**config.mk**
```make
export PLATFORM = sky130hd
export DESIGN_NAME = instr_fetch
export DESIGN_NICKNAME = d
export VERILOG_FILES = /design/src/rtl/cpu_pkg.sv /design/src/rtl/fetch_fifo.sv /design/src/rtl/instr_fetch.sv
export SDC_FILE = /design/constraint.sdc
export NUM_CORES = 1
export LEC_CHECK = 0
export ABC_AREA = 1
export ABC_CLOCK_PERIOD_IN_PS = 3700
export CORE_AREA = 3 3 124 216
export CTS_CLUSTER_SIZE = 14
export DETAILED_ROUTE_END_ITERATION = 16
export DIE_AREA = 0 0 127 219
export PLACE_DENSITY = 0.53
export SLEW_MARGIN = 15
export SYNTH_ARGS = -nofsm -noshare
export SYNTH_HDL_FRONTEND = slang
export SYNTH_HIERARCHICAL = 1
export SYNTH_SLANG_ARGS = --single-unit
```
**constraint.sdc**
```tcl
create_clock -name i_clk -period 3.7 [get_ports i_clk]
set_clock_uncertainty 0.2 [all_clocks]
set_input_delay 0.74 -clock i_clk [delete_from_list [all_inputs] [get_ports i_clk]]
set_output_delay 0.74 -clock i_clk [all_outputs]
set_load 0.05 [all_outputs]
```
**src/rtl/cpu_pkg.sv**
```systemverilog
// Shared widths and the fetch-buffer entry payload used by the fetch stage.
package cpu_pkg;

   localparam int unsigned INSTR_W = 32;
   localparam int unsigned PC_W    = 32;

   typedef struct packed {
      logic [PC_W-1:0]    pc;
      logic [INSTR_W-1:0] instruction;
   } fetch_entry_t;

   localparam int unsigned ENTRY_W = $bits(fetch_entry_t);

endpackage

```
**src/rtl/fetch_fifo.sv**
```systemverilog
// Small synchronous FIFO with flush; DEPTH must be a power of two so the
// pointers wrap naturally. The head entry is read straight from storage.
module fetch_fifo #(
   parameter int unsigned DEPTH = 2,
   parameter int unsigned WIDTH = 64,
   localparam int unsigned CNT_W = $clog2(DEPTH) + 1
) (
   input  logic             clk,
   input  logic             rst,
   input  logic             push,
   input  logic             pop,
   input  logic             flush,
   input  logic [WIDTH-1:0] din,
   output logic             full_c,
   output logic             empty_c,
   output logic [CNT_W-1:0] count,
   output logic [WIDTH-1:0] head_c
);

   localparam int unsigned PTR_W = $clog2(DEPTH);

   logic [WIDTH-1:0] mem [DEPTH];
   logic [PTR_W-1:0] rd_ptr;
   logic [PTR_W-1:0] wr_ptr;
   logic             pop_eff_c;
   logic             push_eff_c;

   assign empty_c    = (count == '0);
   assign full_c     = (count == CNT_W'(DEPTH));
   assign pop_eff_c  = pop & !empty_c;
   assign push_eff_c = push & (!full_c | pop_eff_c);
   assign head_c     = mem[rd_ptr];

   // Flush only rewinds pointers; stale storage is never visible while empty.
   always_ff @(posedge clk) begin
      if (rst) begin
         rd_ptr <= '0;
         wr_ptr <= '0;
         count  <= '0;
         for (int i = 0; i < int'(DEPTH); i++) mem[i] <= '0;
      end else if (flush) begin
         rd_ptr <= '0;
         wr_ptr <= '0;
         count  <= '0;
      end else begin
         if (push_eff_c) begin
            mem[wr_ptr] <= din;
            wr_ptr      <= wr_ptr + PTR_W'(1);
         end
         if (pop_eff_c) rd_ptr <= rd_ptr + PTR_W'(1);
         case ({push_eff_c, pop_eff_c})
            2'b10:   count <= count + CNT_W'(1);
            2'b01:   count <= count - CNT_W'(1);
            default: count <= count;
         endcase
      end
   end

endmodule

```
**src/rtl/instr_fetch.sv**
```systemverilog
// Fetch stage: owns the PC, reads IMem, buffers words for decode, handles
// redirect/flush and end of program. INSTR_FETCH_PERF_EN adds perf counters.
module instr_fetch
   import cpu_pkg::*;
#(
   parameter int unsigned     NUM_INSTRUCTIONS = 256,
   parameter int unsigned     BUF_DEPTH        = 2,
   parameter logic [PC_W-1:0] RESET_PC         = '0
) (
   input  logic               i_clk,
   input  logic               i_rst,
   output logic [PC_W-1:0]    o_imem_pc,
   input  logic [INSTR_W-1:0] i_imem_instruction,
   output logic               o_valid,
   input  logic               i_ready,
   output logic [INSTR_W-1:0] o_instruction,
   output logic [PC_W-1:0]    o_inst_pc,
   input  logic               i_redirect,
   input  logic [PC_W-1:0]    i_redirect_pc,
`ifdef INSTR_FETCH_PERF_EN
   output logic [31:0]        o_fetch_count,
   output logic [31:0]        o_stall_count,
`endif
   output logic               o_done
);

   localparam int unsigned     CNT_W  = $clog2(BUF_DEPTH) + 1;
   localparam logic [PC_W-1:0] END_PC = PC_W'(NUM_INSTRUCTIONS);

   logic [PC_W-1:0]  fetch_pc;
   logic [PC_W-1:0]  pc_next_c;
   logic [CNT_W-1:0] count;
   logic [CNT_W-1:0] cnt_next_c;
   logic             done_next_c;
   logic             full_c;
   logic             empty_c;
   logic             pop_c;
   logic             push_c;
   fetch_entry_t     push_entry_c;
   fetch_entry_t     head_entry_c;
   logic [ENTRY_W-1:0] head_raw_c;

   assign pop_c        = o_valid & i_ready;
   assign push_c       = !i_redirect & (fetch_pc < END_PC) & (!full_c | pop_c);
   assign push_entry_c = '{pc: fetch_pc, instruction: i_imem_instruction};
   assign head_entry_c = fetch_entry_t'(head_raw_c);

   assign o_imem_pc     = fetch_pc;
   assign o_valid       = !empty_c;
   assign o_instruction = head_entry_c.instruction;
   assign o_inst_pc     = head_entry_c.pc;

   fetch_fifo #(
      .DEPTH (BUF_DEPTH),
      .WIDTH (ENTRY_W)
   ) u_fifo (
      .clk     (i_clk),
      .rst     (i_rst),
      .push    (push_c),
      .pop     (pop_c & !i_redirect),
      .flush   (i_redirect),
      .din     (push_entry_c),
      .full_c  (full_c),
      .empty_c (empty_c),
      .count   (count),
      .head_c  (head_raw_c)
   );

   // Look ahead one edge so o_done is a plain register.
   always_comb begin
      pc_next_c  = fetch_pc;
      cnt_next_c = count;
      if (i_redirect) begin
         pc_next_c  = i_redirect_pc;
         cnt_next_c = '0;
      end else begin
         if (push_c) pc_next_c = fetch_pc + PC_W'(1);
         cnt_next_c = count + CNT_W'(push_c) - CNT_W'(pop_c);
      end
      done_next_c = (pc_next_c >= END_PC) & (cnt_next_c == '0);
   end

   always_ff @(posedge i_clk) begin
      if (i_rst) begin
         fetch_pc <= RESET_PC;
         o_done   <= (RESET_PC >= END_PC);
      end else begin
         fetch_pc <= pc_next_c;
         o_done   <= done_next_c;
      end
   end

`ifdef INSTR_FETCH_PERF_EN
   // Counters survive redirects; only reset clears them.
   always_ff @(posedge i_clk) begin
      if (i_rst) begin
         o_fetch_count <= '0;
         o_stall_count <= '0;
      end else begin
         if (push_c && (o_fetch_count != 32'hFFFF_FFFF))
            o_fetch_count <= o_fetch_count + 32'd1;
         if (full_c && !pop_c && !o_done)
            o_stall_count <= o_stall_count + 32'd1;
      end
   end
`endif

endmodule

```
Yosys cells after proc, flatten, opt, wreduce, memory -nomap -nowiden --
Memories as Yosys holds them, arrays and structs flattened. A register that Yosys moved wholly into a read port is not among the register bits. Index checks and enable logic that the tools add are counted.
Storage, ports and cells: register bits 37, bits in writable memories 128, memories 1, input bits 68, output and inout port bits 98
Memory list:
- u_fifo.mem | depth 2, width 64, rd ports 1, clocked after memory_dff 1, wr ports 2, line fetch_fifo.sv:22 | logic [WIDTH-1:0] mem [DEPTH];
Operators by class: bitwise gates (word level) 9, add/subtract/negate cells 7, equal/unequal tests 3, magnitude comparators 2, reductions and logical operators 8, mux-type cells 15
Operator list (number):
- $mux 32 | 2
- $mux 64 | 1
- $reduce_or 64->1 | 1
- $add 32x1->32 const B | 1
- $ge 32x9->1 const B | 1
- $lt 32x9->1 const B | 1
- $mux 1 | 10
- $and 1x1->1 | 7
- $eq 2x2->1 const B | 2
- $logic_not 2->1 | 2
- $pmux 2 s2 | 1
- $logic_not 1->1 | 3
- $add 1x1->1 const B | 2
- $add 2x1->2 | 1
- $add 2x1->2 const B | 1
- $eq 2x1->1 const B | 1
- $mux 2 | 1
- $or 1x1->1 | 2
- $reduce_bool 2->1 | 1
- $reduce_or 2->1 | 1
- $sub 2x1->2 | 1
- $sub 2x1->2 const B | 1

Longest topological paths before layout --
word-level depth 13, mapped depth 15

Hierarchy --
The synthesis kept the hierarchy.
Modules (own cells, without submodules):
- fetch_fifo | sequential area each 3943.8 sq um, instances 1, cells each 450, area each 5790.6 sq um
- instr_fetch | sequential area each 660.6 sq um, instances 1, cells each 253, area each 1697.9 sq um

Least setup slack after synthesis --
OpenSTA, ideal clock, no wires.
path type input-to-reg, start in i_redirect, end mem u_fifo.mem[0][0], enable pin, cell stages on the path 11, required time 3076 ps, path buffers 4, setup slack -287 ps, arrival 3364 ps, setup time 424 ps, cells stage by stage buf_6 -> clkbuf_1 -> nor3_1 -> inv_1 -> nand2_2 -> nand2_2 -> inv_2 -> nand2_1 -> buf_6 -> buf_6 -> nand2_1
RTL lines:
- start: declaration | line instr_fetch.sv:18 | input logic i_redirect,
- end: declaration | line fetch_fifo.sv:22

==> load_flow_metrics.sql <==
INSERT INTO impl_metrics (metric_group, metric, value, unit) VALUES
('cts', 'postCtsResizedCells', '0', ''),
('yosys', 'synthesis.area_per_instance', '10.7', 'sq um'),
('power_and_ir_drop', 'power', '4.48', 'mW'),
('placement', 'gp_routability_congestion', '0.795', ''),
('floorplanning', 'initial_utilization', '29.7', '%'),
('yosys', 'synth.top_cell.area_share', '51.3', '%'),
('critical_path', 'critPathTopFamily', 'buffers and inverters', ''),
('global_route', 'grt_max_degree', '66', ''),
('timing', 'report.final.hold_viol_count', '0', ''),
('critical_path', 'worst-r2r-setup-slack', '0.99', 'ns'),
('critical_path', 'timing.critical_path.cells', 'buf_4, mux2_2, clkdlybuf4s50_1', ''),
('cts', 'clock-root-buffer', 'sky130_fd_sc_hd__clkbuf_16', ''),
('route', 'finalWirelength', '19200', 'microns'),
('yosys', 'synth.yosys.seq_area_share', '61.5', '%'),
('yosys', 'synth.net_count', '774', ''),
('critical_path', 'critical-path-max-stage-delay', '0.72', 'ns'),
('route', 'drtIter0Drc', '191', ''),
('layout', 'drive_above_1_share', '17.4', '%'),
('floorplanning', 'fp.dieH', '219', 'microns'),
('timing', 'setup_total_negative_slack', '0', 'ns'),
('power_and_ir_drop', 'power_per_cell_area', '443', 'nW/um^2'),
('cts', 'ctsLongestPathBuffers', '2', ''),
('placement', 'detailed_place.area', '9510', 'sq um'),
('route', 'drt.antenna.violating_nets', '0', ''),
('worst_hold_path', 'hold_path_class', 'flop to flop', ''),
('timing', 'final_min_period', '3.31', 'ns'),
('critical_path', 'worst_ep_arrival_time', '2.37', 'ns'),
('floorplanning', 'placementRows', '77', ''),
('timing', 'period_share', '89.4', '%'),
('yosys', 'ys_top_cells_by_area', 'sky130_fd_sc_hd__edfxtp_1, sky130_fd_sc_hd__dfxtp_1, sky130_fd_sc_hd__mux2_2', ''),
('cts', 'tritoncts.num_buffers', '17', ''),
('yosys', 'post_synthesis_instance_area', '7490', 'sq um'),
('layout', 'layout.nets', '941', ''),
('cts', 'clock_tree.htree_level_count', '4', ''),
('flow_run', 'cap_violations', '0', ''),
('yosys', 'synthesis.instances', '703', ''),
('yosys', 'synth_edf_count', '128', ''),
('cts', 'cts_hold_repair.buffers', '0', ''),
('layout', 'synthToLayoutAreaGrowth', '35.2', '%'),
('timing', 'timing.max_slew.rel_slack', '44.7', '%'),
('cts', 'source_to_sink_clock_delay_at_the_later_pin_of_the_worst_skew_pair', '0.43', 'ns'),
('critical_path', 'crit_slowest_cell', 'sky130_fd_sc_hd__clkdlybuf4s50_1', ''),
('floorplanning', 'core_area', '25200', 'sq um'),
('critical_path', 'worstPathRequired', '2.76', 'ns'),
('global_route', 'overflow', '0', ''),
('global_route', 'grt_pass1_wl', '29500', 'microns'),
('cts', 'tritoncts', 'built', ''),
('placement', 'buffer_ports.inserted', '165', ''),
('floorplanning', 'dieArea', '27800', 'sq um'),
('route', 'drt-vias-per-instance', '4.41', ''),
('cts', 'cts_setup_buffers', '0', ''),
('critical_path', 'critical_path_class', 'flop to output pin', ''),
('yosys', 'postSynthRegisterBits', '166', ''),
('layout', 'antenna_cells', '0', ''),
('global_route', 'grt_pass1_vias', '5426', ''),
('cts', 'clk_transition_reported_paths', '0.06', 'ns'),
('route', '1st_pass_router_iterations', '4', ''),
('power_and_ir_drop', 'total_leakage_power', '4.00', 'nW'),
('critical_path', 'critPathCaptureType', 'output pin', ''),
('timing', 'setup_violations', '0', ''),
('route', 'drc', '0', ''),
('route', 'route.vias.total', '5290', ''),
('critical_path', 'nature_of_the_critical_path_startpoint', 'flop', ''),
('timing', 'maxSlewViolCount', '0', ''),
('run_status', 'run_status', 'finished clean', ''),
('yosys', 'yosysMostFrequentCell', 'sky130_fd_sc_hd__nor2_1', ''),
('yosys', 'synth_largest_area_cell', 'sky130_fd_sc_hd__edfxtp_1', ''),
('yosys', 'synth.top_cells.by_count', 'sky130_fd_sc_hd__nor2_1, sky130_fd_sc_hd__edfxtp_1, sky130_fd_sc_hd__inv_1', ''),
('timing', 'grt_setup_unrepaired', 'no', ''),
('route', 'routedWlPerCell', '16.0', 'microns'),
('cts', 'cts_sinks', '166', '');
## logic make-up after synthesis
family | count (synthesis) | share of synthesized area, %
buf+inv | 140 | 8.50
mux | 68 | 10.2
compound gates | 31 | 2.27
flops | 166 | 61.5
simple gates | 288 | 16.3
fa+ha+maj | 3 | 0.501
xor+xnor | 7 | 0.819
## sequential cells by signal (all words and copies together) (netlist names), named ones only
| register | count |
|---|---|
| o_done | 1 |
| u_fifo/wr_ptr | 1 |
| u_fifo/rd_ptr | 1 |
| u_fifo/count | 2 |
| o_imem_pc | 32 |
| u_fifo/mem | 128 |
## worst reg2reg max path, cell delays in order, from the launching register on
cell and delay (ns):
sky130_fd_sc_hd__dfxtp_1 0.46, sky130_fd_sc_hd__inv_2 0.10, sky130_fd_sc_hd__nand2_1 0.10, sky130_fd_sc_hd__inv_1 0.08, sky130_fd_sc_hd__o21ai_1 0.13, sky130_fd_sc_hd__nand2_1 0.06
sky130_fd_sc_hd__nor2_1 0.21, sky130_fd_sc_hd__nand2_4 0.16, sky130_fd_sc_hd__inv_2 0.14, sky130_fd_sc_hd__nand2_2 0.07, sky130_fd_sc_hd__inv_2 0.09, sky130_fd_sc_hd__nand3_4 0.08
sky130_fd_sc_hd__nand2_4 0.27, sky130_fd_sc_hd__buf_12 0.25
## metrics by stage
step	hold WS, ns	utilization [%]	instances	setup WS, ns
floorplan	0.247	-	703	0.338
global placement	0.249	37.7	1167	0.437
detailed placement	0.261	37.7	1167	0.378
CTS	0.275	40.1	1199	0.312
global route	0.302	40.1	1199	0.270
finish	0.276	40.1	1199	0.393
## report_power, final
part | leakage, nW | internal [mW] | total, mW | switching (mW)
combinational | 2.06 | 0.200 | 0.530 | 0.331
clock | 0.293 | 1.12 | 1.85 | 0.723
sequential | 1.64 | 2.07 | 2.11 | 0.0403
## worst paths after layout
path,startpoint,depth (start not counted),end
setup / recovery,flop,3,o_inst_pc[19]
hold / removal,u_fifo/rd_ptr$_SDFFE_PP0P_,2,flop
setup reg to reg,u_fifo/count[0]$_SDFFE_PP0P_,13,u_fifo/mem[1][7]$_SDFFCE_PN0P_
hold reg to reg,u_fifo/rd_ptr$_SDFFE_PP0P_,2,flop
## placed cells by master, fill, tap and decap left out, types with 3 or more instances in the layout
cell type                         count
sky130_fd_sc_hd__a21oi_1             10
sky130_fd_sc_hd__buf_12               5
sky130_fd_sc_hd__buf_4                9
sky130_fd_sc_hd__bufinv_16            4
sky130_fd_sc_hd__clkbuf_16           17
sky130_fd_sc_hd__clkdlybuf4s50_1    165
sky130_fd_sc_hd__clkinv_1             4
sky130_fd_sc_hd__clkinv_4             3
sky130_fd_sc_hd__dfxtp_1             37
sky130_fd_sc_hd__edfxtp_1           128
sky130_fd_sc_hd__ha_1                 3
sky130_fd_sc_hd__inv_1               97
sky130_fd_sc_hd__inv_2               10
sky130_fd_sc_hd__mux2_2              64
sky130_fd_sc_hd__mux2i_1              4
sky130_fd_sc_hd__nand2_1             66
sky130_fd_sc_hd__nand2_2              5
sky130_fd_sc_hd__nand2_4              4
sky130_fd_sc_hd__nand3_1             12
sky130_fd_sc_hd__nand4_1              4
sky130_fd_sc_hd__nor2_1             161
sky130_fd_sc_hd__nor2_2              25
sky130_fd_sc_hd__nor3_1               6
sky130_fd_sc_hd__o21ai_0              7
sky130_fd_sc_hd__o21ai_1              7
sky130_fd_sc_hd__xor2_1               5
## final cells by class
type | count | area, sq um
fill | 2532 | 15100
sequential | 166 | 4610
multi-input combinational | 397 | 2280
timing repair buffer | 179 | 1820
clock buffer | 18 | 429
inverter | 109 | 414
tap | 316 | 395
clock inverter | 14 | 183
## metal layers
metal  wire length, microns  track usage [%]  vias to the layer above
met1                   7320             15.1                     2554
met3                    598             3.24                       17
met5                      0                0                        -
met2                  11000             26.6                      121
li1                       -                -                     2598
met4                    316             4.83                        0
Note: power is estimated with default switching activity, not from simulation.
==> RTL edit 1, RTL diff (same settings) <==
Set the package constant `PC_W` to 28 (it was 32).
--- a/src/rtl/cpu_pkg.sv
+++ b/src/rtl/cpu_pkg.sv
@@ -3,5 +3,5 @@
 
    localparam int unsigned INSTR_W = 32;
-   localparam int unsigned PC_W    = 32;
+   localparam int unsigned PC_W    = 28;
 
    typedef struct packed {
Interface: changed (resized i_redirect_pc, o_imem_pc and o_inst_pc); port bits go from 166 to 154. The function was not compared with the original's and may differ.
==> RTL edit 1 against the original RTL <==
Count of clock-buffer cells in the layout is the same. Synthesized cell count shrank 1.3%. Area after synthesis down 3.2%. Power is 6.2% lower. Combinational power increased by 0.9%. Final area decreased by 4.2%. Setup slack better by 0.023 ns. Sequential cell count decreased by 12. Wire length down 6.8%.
==> RTL edit 1: results (changes against the original RTL) <==
• number of flip-flops in the largest register: 120, was 128
• initial DRC count: 170, was 191
• nets in the synthesized netlist: 761, was 774
• count of input and output buffers: 153, was 165
• top cells by area, synth: sky130_fd_sc_hd__edfxtp_1 (50%), sky130_fd_sc_hd__dfxtp_1 (9.4%), sky130_fd_sc_hd__mux2_2 (9.3%), was sky130_fd_sc_hd__edfxtp_1 (51%), sky130_fd_sc_hd__dfxtp_1 (10%), sky130_fd_sc_hd__mux2_2 (9.6%)
• average routed wire per standard cell: 15.19 um, was 16.04 um
• global-route wire length before repair: 27720 um, was 29460 um
• aggregate routed wire length: 17930 um, was 19230 um
• Async SR Flop Fraction: 0, unchanged
• count of cell types in the netlist: 31, was 36
• vias per cell: 4.227, was 4.412
• number of enable flip-flop cells after synthesis: 120, was 128
• proportion of synthesized area in mux cells: 0.09323, was 0.1016
• run status: finished, final reports clean, unchanged
• aggregate global-route resource usage: 0.1318, was 0.1406
• minimum setup slack after placement: 0.4378 ns, was 0.3785 ns
• slew at the pin closest to its max-slew limit: 0.5693 ns, was 0.8289 ns
• pin count of the biggest net entering global routing: 61, was 66
• number of detailed-route iterations in the first pass: 6, was 4
• antenna diode count: 0, unchanged
• Critical Path AT: 2.34 ns, was 2.37 ns
• Post-synth top cells: sky130_fd_sc_hd__edfxtp_1 (120), sky130_fd_sc_hd__nor2_1 (115), sky130_fd_sc_hd__inv_1 (102), was sky130_fd_sc_hd__nor2_1 (161), sky130_fd_sc_hd__edfxtp_1 (128), sky130_fd_sc_hd__inv_1 (97)
• fraction of synthesized cell area in xor and xnor cells: 0.007251, was 0.008187
• area share of fa/ha/maj cells after synthesis: 0.005180, was 0.005013
• DP Area: 0.009125 mm^2, was 0.009514 mm^2
• sequential share of the synthesized area: 0.5912, was 0.6149
• Internal Dissipation: 0.003118 W, was 0.003390 W
• Final #Nets: 918, was 941
• mean area per synthesized cell: 10.44 um^2, was 10.65 um^2
• clock insertion delay at the later pin of the skew report: 0.42 ns
• standby leakage power: 3.807 nW, was 3.996 nW
• weighted congestion at the end of routability-driven global placement: 0.8436, was 0.7947
• critical path peak fanout: 35, was 22
• Compound-Gate Fraction of Synth Area: 0.02573, was 0.02272
• peak supply drop: 0.0002556 V, was 0.0003190 V
• HPWL after detailed placement: 12600 um, was 13400 um
[RTL edit 1: layout make-up]
| type | instances | area (um^2) |
|---|---|---|
| multi-input cells | 398 | 2350 |
| repair buffers | 166 | 1667 |
| well taps | 316 | 395.4 |
| fillers | 2559 | 15540 |
| clock inverters | 14 | 147.6 |
| flip-flops and latches | 154 | 4285 |
| inverters | 114 | 427.9 |
| clock buffers | 18 | 429.2 |
[RTL edit 1: routing by layer]
metal / global-route usage / vias to the layer above / routed length, um
li1: - / 2538 / -
met1: 0.1369 / 2329 / 6939
met2: 0.2521 / 101 / 10010
met3: 0.02728 / 20 / 561
met4: 0.05548 / 0 / 413
met5: 0 / - / 0
[RTL edit 1: critical path, cell delays in order, from the launching register on]
cell,delay (ns)
sky130_fd_sc_hd__dfxtp_2,0.33
sky130_fd_sc_hd__buf_4,0.43
sky130_fd_sc_hd__mux2_2,0.40
sky130_fd_sc_hd__clkdlybuf4s50_1,0.74
[RTL edit 1: final timing paths]
path | slack (ns) | end | depth (start not counted)
worst max register to register | 1.00 | u_fifo/mem[1][8]$_SDFFCE_PN0P_ | 13
worst min-delay path | 0.27 | flop | 2
worst min register to register | 0.27 | flop | 2
worst max-delay path | 0.42 | o_inst_pc[4] | 3
[RTL edit 1: power groups by stage]
stage	Combinational, W	Sequential (W)	Clock (W)
detailed placement	0.000543	0.00200	0
CTS	0.000545	0.00196	0.00176
finish	0.000535	0.00196	0.00171
floorplan	0.000266	0.00205	0
global route	0.000576	0.00197	0.00183
global placement	0.000542	0.00200	0
==> RTL edit 2, RTL diff (same settings) <==
Made on the original files. Build with the macro `INSTR_FETCH_PERF_EN` defined.
--- a/src/rtl/instr_fetch.sv
+++ b/src/rtl/instr_fetch.sv
@@ -1,4 +1,6 @@
 // Fetch stage: owns the PC, reads IMem, buffers words for decode, handles
 // redirect/flush and end of program. INSTR_FETCH_PERF_EN adds perf counters.
+`define INSTR_FETCH_PERF_EN
+
 module instr_fetch
    import cpu_pkg::*;
Formal check against the unedited RTL (old outputs only; new: o_fetch_count and o_stall_count): equivalent (equiv_simple and equiv_induct, registers matched by name and starting in step).
==> RTL edit 2 against the original RTL <==
Wire length rose by 57%. Sequential cell count is 64 higher. Setup slack gained 0.021 ns. Sequential power grew 33%. Final area rose by 42%. Critical path type unchanged. Hold slack got worse by 0.0033 ns. Power increased by 23%. Area after synthesis grew 48%. Synthesized cell count grew 76%.
==> RTL edit 2: results (changes against the original RTL) <==
• met3 wire len: 1617 um, was 598 um
• Critical Path AT: 2.35 ns, was 2.37 ns
• routed wire length on met2: 16340 um, was 11000 um
• standby leakage power: 5.375 nW, was 3.996 nW
• run status: finished, final reports clean, unchanged
• layout cells sized above 1: 0.1097, was 0.1744
• aggregate routed wire length: 30280 um, was 19230 um
• pin count of the biggest net entering global routing: 66, unchanged
• instance count after placement with tap cells included: 1751, was 1167
• Final #Nets: 1533, was 941
• number of detailed-route iterations in the first pass: 6, was 4
• count of input and output buffers: 229, was 165
• HP Class: reg2reg, unchanged
• Hold Path Origin: u_fifo/rd_ptr$_SDFFE_PP0P_, unchanged
• kind of start point of the critical path: flop, unchanged
• global-route wire length before repair: 47470 um, was 29460 um
• Met1 Routed Length: 11680 um, was 7322 um
• number of global-route vias before repair: 8924, was 5426
• minimum setup slack after placement: 0.3044 ns, was 0.3785 ns
• sequential share of the synthesized area: 0.5322, was 0.6149
• average routed wire per standard cell: 16.89 um, was 16.04 um
• aggregate global-route resource usage: 0.2145, was 0.1406
• vias per cell: 4.954, was 4.412
• Reg-to-Reg Start: u_fifo/count[1]$_SDFFE_PP0P_, was u_fifo/count[0]$_SDFFE_PP0P_
• peak supply drop: 0.0003404 V, was 0.0003190 V
• critical path peak fanout: 64, was 22
• clock insertion delay at the later pin of the skew report: 0.52 ns, was 0.43 ns
• top cells by area, synth: sky130_fd_sc_hd__edfxtp_1 (35%), sky130_fd_sc_hd__dfxtp_1 (18%), sky130_fd_sc_hd__nor2_1 (7.9%), was sky130_fd_sc_hd__edfxtp_1 (51%), sky130_fd_sc_hd__dfxtp_1 (10%), sky130_fd_sc_hd__mux2_2 (9.6%)
• largest buffer count on any clock path: 3, was 2
• initial DRC count: 559, was 191
• Max H-tree Level: 1, was 4
• dominant synthesized flop cell: sky130_fd_sc_hd__edfxtp_1, unchanged
• Post-synth top cells: sky130_fd_sc_hd__nor2_1 (233), sky130_fd_sc_hd__nand2_1 (224), sky130_fd_sc_hd__inv_1 (141), was sky130_fd_sc_hd__nor2_1 (161), sky130_fd_sc_hd__edfxtp_1 (128), sky130_fd_sc_hd__inv_1 (97)
• count of cell types in the netlist: 44, was 36
• number of standard cells after synthesis: 1237, was 703
• cts bufs inserted: 23, was 17
• nets in the synthesized netlist: 1310, was 774
• initial antenna violation count: 1, was 0
• Post-CTS Setup Inserts: 0, unchanged
• Async SR Flop Fraction: 0, unchanged
• Rel. slew slack: 0.4662, was 0.4474
• HPWL after detailed placement: 21770 um, was 13400 um
• number of enable flip-flop cells after synthesis: 128, unchanged
• weighted congestion at the end of routability-driven global placement: 0.8608, was 0.7947
RTL edit 2: changes by cell type in the layout (fill, tap and decap cells not counted), sizes merged, moves of 23 or more:
cell / unedited run / this run
xor2: 5 / 28
nor2: 187 / 261
xnor2: 2 / 25
dfxtp: 38 / 102
a21oi: 10 / 57
nor3: 6 / 31
clkdlybuf4s50: 165 / 228
nand3: 13 / 41
nand2: 75 / 231
inv: 108 / 148
RTL edit 2: where the power goes:
part | total (W) | switching, W | internal, W
sequential | 0.00280 | 0.0000385 | 0.00276
clock | 0.00218 | 0.000961 | 0.00122
combinational | 0.000543 | 0.000342 | 0.000201
RTL edit 2: cell type report:
type	instances	area (um^2)
Fill cell	2348	10900
Sequential cell	230	5887
Multi-Input combinational cell	815	4343
Timing Repair Buffer	243	2467
Clock buffer	29	598.1
Inverter	147	556.8
Tap cell	316	395.4
Clock inverter	13	92.59
RTL edit 2: cells by family (layout without fill, tap and decap cells):
kind of cell               Yosys count  after routing  synth area share
and+or+nand+nor                    597            597            0.2310
DFF                                230            230            0.5322
buffers and inverters              192            432           0.07615
AOI/OAI and AO/OA                   93             93           0.04503
muxes                               67             67           0.06789
xor gates and xnor gates            53             53           0.04198
adders and majority gates            5              5          0.005657
RTL edit 2: metrics by stage:
step | util | area, um^2 | hold slack [ns]
2_1_floorplan | - | 11060 | 0.2474
3_3_place_gp | 0.5407 | 13650 | 0.2536
3_5_place_dp | 0.5407 | 13650 | 0.2673
4_1_cts | 0.5681 | 14340 | 0.2774
5_1_grt | 0.5681 | 14340 | 0.3082
6_report | 0.5681 | 14340 | 0.2731
RTL edit 2: worst max-delay path, stage by stage (launching register included):
cell                              delay (ns)
sky130_fd_sc_hd__dfxtp_2                0.34
sky130_fd_sc_hd__buf_12                 0.32
sky130_fd_sc_hd__mux2_2                 0.42
sky130_fd_sc_hd__clkdlybuf4s50_1        0.71
RTL edit 2: routing by layer:
metal / up-vias / track usage
li1: 4452 / -
met1: 4173 / 0.2408
met2: 220 / 0.4077
met3: 38 / 0.04116
met4: 0 / 0.06013
met5: - / 0
RTL edit 2: path summary, 6_finish.rpt:
check,slack (ns),to,cells after the start
max,0.41,o_inst_pc[27],3
min,0.27,flop,2
max reg2reg,0.89,u_fifo/mem[1][27]$_SDFFCE_PN0P_,13
min reg2reg,0.27,flop,2
